--- src/rtl/mips_pkg.sv ---
// mips_pkg
// Shared definitions for the MIPS single-cycle core and its program loader:
// the symbolic instruction kinds accepted by the loader, the opcode and
// funct codes consumed by the main and ALU decoders, the loader FSM state
// type and small helpers that pack R-type and I-type instruction words.
package mips_pkg;

  // Symbolic instruction kinds; NOP encodes as the all-zero word.
  typedef enum logic [3:0] {
    ADD  = 4'd0,
    SUB  = 4'd1,
    AND  = 4'd2,
    OR   = 4'd3,
    SLT  = 4'd4,
    LW   = 4'd5,
    SW   = 4'd6,
    BEQ  = 4'd7,
    ADDI = 4'd8,
    J    = 4'd9,
    NOP  = 4'd10
  } instr_kind_t;

  // Main-decoder opcodes.
  localparam logic [5:0] OP_RTYPE = 6'b000000;
  localparam logic [5:0] OP_LW    = 6'b100011;
  localparam logic [5:0] OP_SW    = 6'b101011;
  localparam logic [5:0] OP_BEQ   = 6'b000100;
  localparam logic [5:0] OP_ADDI  = 6'b001000;
  localparam logic [5:0] OP_J     = 6'b000010;

  // ALU-decoder funct codes for R-type instructions.
  localparam logic [5:0] FUNCT_ADD = 6'b100000;
  localparam logic [5:0] FUNCT_SUB = 6'b100010;
  localparam logic [5:0] FUNCT_AND = 6'b100100;
  localparam logic [5:0] FUNCT_OR  = 6'b100101;
  localparam logic [5:0] FUNCT_SLT = 6'b101010;

  // Loader session states.
  typedef enum logic [1:0] {
    ST_IDLE = 2'd0,
    ST_LOAD = 2'd1,
    ST_FIN  = 2'd2
  } loader_state_t;

  function automatic logic [31:0] rtype(input logic [4:0] rs, input logic [4:0] rt,
                                        input logic [4:0] rd, input logic [5:0] funct);
    return {OP_RTYPE, rs, rt, rd, 5'b00000, funct};
  endfunction

  function automatic logic [31:0] itype(input logic [5:0] op, input logic [4:0] rs,
                                        input logic [4:0] rt, input logic [15:0] imm);
    return {op, rs, rt, imm};
  endfunction

endpackage

--- src/rtl/mips_prog_loader_instr_enc.sv ---
// instr_enc
// Purely combinational encoder from a symbolic instruction request to the
// 32-bit machine word the core decodes. Fields a kind does not use are
// ignored. Any kind value outside the defined set reports legal_o = 0 and
// produces an all-zero word.
// Ports:
//   kind_i    instruction kind (instr_kind_t encoding, raw 4 bits)
//   rs_i/rt_i/rd_i  register fields
//   imm_i     16-bit immediate or branch offset
//   target_i  26-bit jump target
//   word_o    encoded instruction
//   legal_o   1 when kind_i is a defined kind
module instr_enc
  import mips_pkg::*;
(
  input  logic [3:0]  kind_i,
  input  logic [4:0]  rs_i,
  input  logic [4:0]  rt_i,
  input  logic [4:0]  rd_i,
  input  logic [15:0] imm_i,
  input  logic [25:0] target_i,
  output logic [31:0] word_o,
  output logic        legal_o
);

  always_comb begin
    word_o  = '0;
    legal_o = 1'b1;
    case (kind_i)
      ADD:     word_o = rtype(rs_i, rt_i, rd_i, FUNCT_ADD);
      SUB:     word_o = rtype(rs_i, rt_i, rd_i, FUNCT_SUB);
      AND:     word_o = rtype(rs_i, rt_i, rd_i, FUNCT_AND);
      OR:      word_o = rtype(rs_i, rt_i, rd_i, FUNCT_OR);
      SLT:     word_o = rtype(rs_i, rt_i, rd_i, FUNCT_SLT);
      LW:      word_o = itype(OP_LW, rs_i, rt_i, imm_i);
      SW:      word_o = itype(OP_SW, rs_i, rt_i, imm_i);
      BEQ:     word_o = itype(OP_BEQ, rs_i, rt_i, imm_i);
      ADDI:    word_o = itype(OP_ADDI, rs_i, rt_i, imm_i);
      J:       word_o = {OP_J, target_i};
      NOP:     word_o = '0;
      default: legal_o = 1'b0;
    endcase
  end

endmodule

--- src/rtl/mips_prog_loader.sv ---
// mips_prog_loader
// Accepts symbolic instruction requests over a valid/ready handshake,
// encodes each one and writes it into instruction memory at consecutive
// word addresses starting from 0. A session opens on start (IDLE only) and
// closes after a request flagged last, or when memory fills up.
// Ports:
//   clk, reset_n          clock and asynchronous active-low reset
//   start                 opens a session when idle
//   req_valid/req_ready   request handshake
//   req_kind, req_rs, req_rt, req_rd, req_imm, req_target, req_last
//                         request payload
//   imem_we/imem_addr/imem_wd   instruction-memory write port
//   busy, done            session status; done pulses for one cycle
//   count                 words written this session
//   err_illegal           sticky: undefined kind received
//   err_overflow          sticky: memory filled before last
module mips_prog_loader
  import mips_pkg::*;
#(
  parameter int DEPTH = 64,
  parameter int AW    = $clog2(DEPTH)
) (
  input  logic          clk,
  input  logic          reset_n,
  input  logic          start,
  input  logic          req_valid,
  output logic          req_ready,
  input  logic [3:0]    req_kind,
  input  logic [4:0]    req_rs,
  input  logic [4:0]    req_rt,
  input  logic [4:0]    req_rd,
  input  logic [15:0]   req_imm,
  input  logic [25:0]   req_target,
  input  logic          req_last,
  output logic          imem_we,
  output logic [AW-1:0] imem_addr,
  output logic [31:0]   imem_wd,
  output logic          busy,
  output logic          done,
  output logic [AW:0]   count,
  output logic          err_illegal,
  output logic          err_overflow
);

  loader_state_t state_q, state_d;
  logic [AW-1:0] ptr_q, ptr_d;
  logic [AW:0]   count_q, count_d;
  logic          we_q, we_d;
  logic [31:0]   wd_q, wd_d;
  logic          endPend_q, endPend_d;
  logic          errIllegal_q, errIllegal_d;
  logic          errOverflow_q, errOverflow_d;

  logic [31:0]   encWord;
  logic          encLegal;
  logic          accept;
  logic [AW:0]   fillAfter;
  logic          reachFull;

  instr_enc u_enc (
    .kind_i   (req_kind),
    .rs_i     (req_rs),
    .rt_i     (req_rt),
    .rd_i     (req_rd),
    .imm_i    (req_imm),
    .target_i (req_target),
    .word_o   (encWord),
    .legal_o  (encLegal)
  );

  // Once the closing request is taken, ready drops so nothing sneaks in
  // during the final write cycle.
  assign req_ready = (state_q == ST_LOAD) && !endPend_q;
  assign accept    = req_valid && req_ready;

  // Words committed once this accept lands: those already counted, the one
  // being written right now, and this one.
  assign fillAfter = count_q + {{AW{1'b0}}, we_q} + (AW+1)'(1);
  assign reachFull = (fillAfter == (AW+1)'(DEPTH));

  always_ff @(posedge clk or negedge reset_n) begin
    if (!reset_n) begin
      state_q       <= ST_IDLE;
      ptr_q         <= '0;
      count_q       <= '0;
      we_q          <= 1'b0;
      wd_q          <= '0;
      endPend_q     <= 1'b0;
      errIllegal_q  <= 1'b0;
      errOverflow_q <= 1'b0;
    end else begin
      state_q       <= state_d;
      ptr_q         <= ptr_d;
      count_q       <= count_d;
      we_q          <= we_d;
      wd_q          <= wd_d;
      endPend_q     <= endPend_d;
      errIllegal_q  <= errIllegal_d;
      errOverflow_q <= errOverflow_d;
    end
  end

  always_comb begin
    state_d       = state_q;
    ptr_d         = ptr_q;
    count_d       = count_q;
    we_d          = 1'b0;
    wd_d          = wd_q;
    endPend_d     = endPend_q;
    errIllegal_d  = errIllegal_q;
    errOverflow_d = errOverflow_q;
    case (state_q)
      ST_IDLE: begin
        if (start) begin
          state_d       = ST_LOAD;
          ptr_d         = '0;
          count_d       = '0;
          endPend_d     = 1'b0;
          errIllegal_d  = 1'b0;
          errOverflow_d = 1'b0;
        end
      end
      ST_LOAD: begin
        // The pointer advances at the end of the cycle in which it is used.
        if (we_q) begin
          ptr_d   = ptr_q + AW'(1);
          count_d = count_q + (AW+1)'(1);
        end
        if (endPend_q) begin
          state_d = ST_FIN;
        end else if (accept) begin
          if (encLegal) begin
            we_d = 1'b1;
            wd_d = encWord;
            if (!req_last && reachFull) begin
              errOverflow_d = 1'b1;
              endPend_d     = 1'b1;
            end
          end else begin
            errIllegal_d = 1'b1;
          end
          if (req_last) begin
            endPend_d = 1'b1;
          end
        end
      end
      ST_FIN: begin
        state_d   = ST_IDLE;
        endPend_d = 1'b0;
      end
      default: begin
        state_d = ST_IDLE;
      end
    endcase
  end

  assign imem_we      = we_q;
  assign imem_addr    = ptr_q;
  assign imem_wd      = wd_q;
  assign busy         = (state_q != ST_IDLE);
  assign done         = (state_q == ST_FIN);
  assign count        = count_q;
  assign err_illegal  = errIllegal_q;
  assign err_overflow = errOverflow_q;

endmodule

--- config.mk ---
export PLATFORM = sky130hd
export DESIGN_NAME = mips_prog_loader
export DESIGN_NICKNAME = d
export VERILOG_FILES = /design/src/rtl/mips_pkg.sv /design/src/rtl/mips_prog_loader_instr_enc.sv /design/src/rtl/mips_prog_loader.sv
export SDC_FILE = /design/constraint.sdc
export NUM_CORES = 1
export LEC_CHECK = 0
export CORE_MARGIN = 3
export CORE_UTILIZATION = 30
export DETAILED_ROUTE_END_ITERATION = 12
export HOLD_SLACK_MARGIN = 0.1
export PLACE_DENSITY = 0.67
export SLEW_MARGIN = 20
export SYNTH_ARGS = -nofsm -noshare
export SYNTH_HDL_FRONTEND = slang
export SYNTH_SLANG_ARGS = --single-unit
--- constraint.sdc ---
create_clock -name clk -period 1.95 [get_ports clk]
set_input_delay 0.39 -clock clk [delete_from_list [all_inputs] [get_ports clk]]
set_output_delay 0.39 -clock clk [all_outputs]
set_load 0.01 [all_outputs]
# Word level (Yosys, flattened, before mapping)
# Cells that the tools add are included.
word_totals:
  ff_bits: 51
  inputBits: 66
  out_inout_bits: 51
  elab_cells: 82
classes:
  n_addsub: 4
  eq_ne: 21
  n_mux: 31
  bitwise: 1
  reduce_logical: 17
ops:
  columns: ["cell", "count"]
  rows:
  - ["32-bit case mux with 10 select lines", 1]
  - ["1-bit 2-to-1 mux", 18]
  - ["4-bit by 3-bit == test with 1-bit output (second input constant)", 4]
  - ["7-bit by 1-bit adder with 7-bit output (second input constant)", 2]
  - ["7-bit 2-to-1 mux", 2]
  - ["2-bit != test (second input constant)", 7]
  - ["7-bit case mux with 2 select lines", 1]
  - ["4-bit == test (second input constant)", 3]
  - ["6-bit 2-to-1 mux", 2]
  - ["6-bit case mux with 2 select lines", 1]
  - ["11-bit OR reduction", 1]
  - ["4-bit by 2-bit == test with 1-bit output (second input constant)", 2]
  - ["7-bit by 1-bit adder with 7-bit output", 1]
  - ["7-bit == test (second input constant)", 1]
  - ["6-bit by 1-bit adder with 6-bit output (second input constant)", 1]
  - ["6-bit AND reduction", 1]
  - ["5-bit AND reduction", 1]
  - ["4-bit by 1-bit == test with 1-bit output (second input constant)", 1]
  - ["4-bit zero test", 1]
  - ["2-bit 2-to-1 mux", 2]
  - ["1-bit case mux with 2 select lines", 2]
  - ["2-bit case mux with 2 select lines", 1]
  - ["2-bit AND reduction", 2]
  - ["4-bit AND reduction", 1]
  - ["11 further kinds", 15]

# Logic depth before layout (Yosys ltp)
depth:
  ltp_word: 10
  depth_mapped: 8
  depth_no_buf: 8

# By module
# Synthesis repeated with hierarchy kept, for this count alone.
hier_totals:
  cells_unflattened: 244
  area_unflattened_um2: 2895.3
modules_own_cells:
  columns: ["module", "n_inst", "cells_each", "area_each_um2", "seq_area_each_um2"]
  rows:
  - ["mips_prog_loader", 1, 171, 2284.7, 1276.2]
  - ["instr_enc", 1, 73, 610.6, 0.0]

# Least setup slack after synthesis
# OpenSTA, ideal clock, no wires.
synth_timing:
  path_type: "flip-flop to flip-flop"
  startpoint: "register we_q (netlist: imem_we)"
  endpoint: "register errOverflow_q (netlist: err_overflow)"
  setup_ns: 0.073
  arrival_time_ns: 1.580
  t_required_ns: 1.877
  path_slack_ns: 0.297
  path_stages_with_launch: 8
  n_path_buf: 0
  period_less_slack_ns: 1.653
  path_cell_list: "dfrtp_1 > inv_1 > ha_1 > inv_1 > ha_1 > nor3b_1 > o2111ai_2 > a21oi_2"
synth_between:
  elab_chain_len: 6
synth_lines:
  columns: ["item", "line_no", "rtl"]
  rows:
  - ["start, declared", "mips_prog_loader.sv:48", "logic we_q, we_d;"]
  - ["start signal, assigned", "mips_prog_loader.sv:95", "we_q <= we_d;"]
  - ["7-bit by 1-bit adder with 7-bit output (2 in series)", "mips_prog_loader.sv:78", "assign fillAfter = count_q + {{AW{1'b0}}, we_q} + (AW+1)'(1);"]
  - ["7-bit == test", "mips_prog_loader.sv:79", "assign reachFull = (fillAfter == (AW+1)'(DEPTH));"]
  - ["1-bit logical AND", "mips_prog_loader.sv:135", "if (!req_last && reachFull) begin"]
  - ["2-bit by 1-bit != test with 1-bit output (no line)", null, null]
  - ["6-bit AND reduction (no line)", null, null]
  - ["end signal, assigned", "mips_prog_loader.sv:99", "errOverflow_q <= errOverflow_d;"]
  - ["end, declared", "mips_prog_loader.sv:52", "logic errOverflow_q, errOverflow_d;"]
# Every way passes these cells.
# A chain may end at the register's enable or synchronous reset.

# Worst setup path after layout
layout_timing:
  startpoint: "register state_q[1]"
  endpoint: "output port done"
layout_between:
  elab_chain_len: 1
layout_lines:
  columns: ["item", "line_no", "rtl"]
  rows:
  - ["start, declared", "mips_prog_loader.sv:45", "loader_state_t state_q, state_d;"]
  - ["start signal, assigned", "mips_prog_loader.sv:92", "state_q <= state_d;"]
  - ["2-bit == test", "mips_prog_loader.sv:161", "assign done = (state_q == ST_FIN);"]
  - ["end, declared", "mips_prog_loader.sv:39", "output logic done,"]
# Every way passes these cells.

==> impl_metrics.csv <==
group,metric,value,unit
run_status,status,"complete, no violations",
global_routing,grt_overflow,0,
floorplanning,core-area,0.00881,mm^2
power,intPower,3.01,mW
power,p_clk_share,16.5,%
detailed_routing,wl,8100,um
logic_synthesis,netlist_area,0.00276,mm^2
placed_design,portBuffers,115,
worst_hold_path,min_to,"imem_wd[21]",
floorplanning,die_x,102,um
logic_synthesis,synth_edf_count,0,
detailed_routing,vias_per_cell,5.09,
timing,setup_viol,0,
detailed_routing,drc_errors,0,
floorplanning,die-area,0.0104,mm^2
global_routing,antenna_found_initial,0,
setup_path,end_kind,"primary output",
logic_synthesis,postSynthAreaPerCell,9.51,um^2
power,power_switching,1.57,mW
detailed_routing,routed_wire_length_per_instance,15.3,um
timing,finalHoldViolations,0,
placed_design,hpwl,6240,um
floorplanning,rows,34,
power,sw_frac_of_total,34.3,%
clocking,clock-sinks,49,
setup_path,reg2reg_from,"count[0]",
clocking,path_clk_slew,90,ps
final_layout,fin_nets,491,
setup_path,path_cells,"nor2b_1 > clkdlybuf4s50_1",
power,p_comb_share,48.2,%
final_layout,final_cell_mix,"clkdlybuf4s50_1 (112), dfrtp_1 (48), nand2_1 (35)",
timing,holdWs,481,ps
detailed_routing,drtIter0Drc,116,
global_routing,grt_pass1_vias,2630,
clocking,tritoncts,"built",
detailed_routing,ant_nets,0,
setup_path,cp.arrival,1470,ps
logic_synthesis,syn_nets,360,
logic_synthesis,seq_area_frac_synth,44.4,%
global_routing,busiest_layer,"met2",
final_layout,mostFrequentLayoutCell,"clkdlybuf4s50_1",
final_layout,final_area,0.00431,mm^2
setup_path,worstPathMaxFanout,6,
logic_synthesis,ys.warnings.count,0,
setup_path,path_buf_inv,1,
timing,fin_worst_skew,11.3,ps
final_layout,syn2layout_area_growth,56.2,%
setup_path,crit_family,"buffers and inverters",
floorplanning,die_h,102,um
timing,drv_slew,0,
detailed_routing,first_pass_iters,5,
placed_design,gp_congestion,0.839,
setup_path,worstSetupStartpointType,"register",
global_routing,use_met1,21.3,%
final_layout,n_antenna_cell,0,
worst_hold_path,hold_class,"register to register",
floorplanning,io_pins,117,
global_routing,grt_pass1_wl,13100,um
logic_synthesis,yosys_most_used_dff,"dfrtp_1",
final_layout,final-instance-count-excl-fill,530,
global_routing,grt_max_degree,50,
placed_design,dpl_cell_area,0.00417,mm^2
detailed_routing,num_vias,2700,
job,drv_cap,0,
worst_hold_path,whs_path_depth,2,
global_routing,grt_use_met2,26.5,%
power,leakagePower,1.79,nW
logic_synthesis,synthArstFlopShare,100,%
clocking,cts_root_buffer,"clkbuf_8",
floorplanning,start_util,31.3,%
setup_path,setup.worst_path.class,"register to primary output",
logic_synthesis,syn-instance-count,290,
power,pwr-share-seq,35.3,%
placed_design,dp_slack,-83.2,ps
clocking,clock_latency,300,ps
final_layout,drive_gt1_share,13.0,%
setup_path,worstPathRequired,1560,ps
clocking,clockBufferDepth,2,
timing,max_freq,538,MHz
global_routing,grt.total_usage,15.7,%
logic_synthesis,ys_ff_latch,49,
global_routing,met3_usage,2.73,%
clocking,numCtsBuffers,5,
timing,rsz0062_at_grt,"false",
placed_design,dp_cells,520,
final_layout,fillCellCount,804,
worst_hold_path,hp-start,"imem_wd[21]",
setup_path,r2r_cells,7,
logic_synthesis,netlist-cell-type-count,59,
timing,fin_crit_sh,95.4,%
setup_path,slowest_delay,570,ps
power,ir_drop,0.000532,V
setup_path,crit_slowest_cell,"clkdlybuf4s50_1",
timing,fin_crit,1860,ps
timing,finalWorstSetupSlack,89.6,ps
power,powerDensity,1060,mW/mm^2
setup_path,r2r_slack,300,ps
setup_path,timing.rr.end,"endPend_q",
clocking,htree_num_levels,2,
-- power by group through the flow --
stage | clock network [mW] | logic, mW | registers [mW]
after global placement | 0 | 2.19 | 1.64
after global routing | 0.822 | 2.43 | 1.68
after CTS | 0.786 | 2.25 | 1.62
after detailed placement | 0 | 2.23 | 1.64
after floorplan | 0 | 0.870 | 1.77
final | 0.757 | 2.21 | 1.62
-- final cells by class --
cell class	instances	area [um^2]	share of cell area, %
repair buffers	147	1430	33.1
well taps	108	135	3.13
inverters	14	53.8	1.25
multi-input cells	204	1350	31.3
flip-flops and latches	49	1230	28.5
clock inverters	1	30.0	0.697
clock buffers	7	86.3	2.00
-- tightest hold or removal path: stages (launching register included) --
cell     delay [ps]
dfrtp_1         340
nand2_1          40
o21ai_0          60
-- sequential cells by signal, indices dropped and copies added (netlist names) --
register,cells
endPend_q,1
count,7
imem_addr,6
err_overflow,1
imem_wd,30
state_q,2
imem_we,1
err_illegal,1
-- metrics by stage --
step	total power, mW	setup TNS (ps)	utilization, %
2_1_floorplan	2.64	0	-
5_1_grt	4.94	0	48.9
6_report	4.59	0	48.9
3_3_place_gp	3.83	-477	47.4
4_1_cts	4.66	0	48.9
3_5_place_dp	3.87	-592	47.4
-- worst max-delay path by stage --
stage | startpoint | to | cells after the start
detailed placement | req_kind[2] | imem_wd[12] | 7
global placement | req_kind[2] | imem_wd[12] | 7
global route | state_q[1] | done | 2
finish | state_q[1] | done | 2
floorplan | imem_we | err_overflow | 7
CTS | state_q[1] | busy | 2
-- repair_timing --
action / 4_1_cts / 5_1_grt
setup endpoints to repair: 2 / 2
resized for setup: 1 / 2
buffers inserted: 1 / 0
pin swaps: 0 / 0
endpoints found under the hold margin: 49 / 0
hold buffers: 1 / 0
-- synthesized netlist by cell type (all sizes together) (2+ instances only) --
| cell type | count | area, um^2 |
|---|---|---|
| dfrtp | 49 | 1230 |
| nand2 | 35 | 131 |
| o21ai | 34 | 170 |
| a22oi | 30 | 225 |
| buf | 20 | 118 |
| nor2 | 15 | 56.3 |
| inv | 13 | 48.8 |
| xnor2 | 9 | 78.8 |
| mux2i | 7 | 82.6 |
| a21oi | 5 | 28.8 |
| nand2b | 5 | 38.8 |
| nand3 | 5 | 25.0 |
| nor3 | 5 | 30.0 |
| ha | 4 | 50.1 |
| nor3b | 4 | 30.0 |
| nor4 | 4 | 43.8 |
| nor4b | 4 | 41.3 |
| a22o | 3 | 26.3 |
| a31oi | 3 | 18.8 |
| clkbuf | 3 | 11.3 |
| a21o | 2 | 15.0 |
| o22ai | 2 | 12.5 |
| o31ai | 2 | 20.0 |
| o32a | 2 | 20.0 |
| o41ai | 2 | 17.5 |
-- layer usage --
layer  vias to the layer above  share of wire [%]
met5                         -                  0
met4                         0                1.2
met3                         9                5.5
met2                        96                 50
met1                      1282                 43
li1                       1313                  -
-- kinds of logic (layout without fill, tap and decap cells) --
family | after synthesis | after routing | synth area share, %
AO/OA/AOI/OAI | 96 | 96 | 23.8
AND/OR/NAND/NOR | 86 | 86 | 17.0
flip-flops | 49 | 49 | 44.4
buffers and inverters | 37 | 169 | 6.62
XOR/XNOR | 9 | 9 | 2.86
multiplexers | 8 | 8 | 3.40
adder cells (fa/ha/maj) | 4 | 4 | 1.81
other | 1 | 1 | 0.136
No activity file was read; power rests on OpenSTA's default activity.
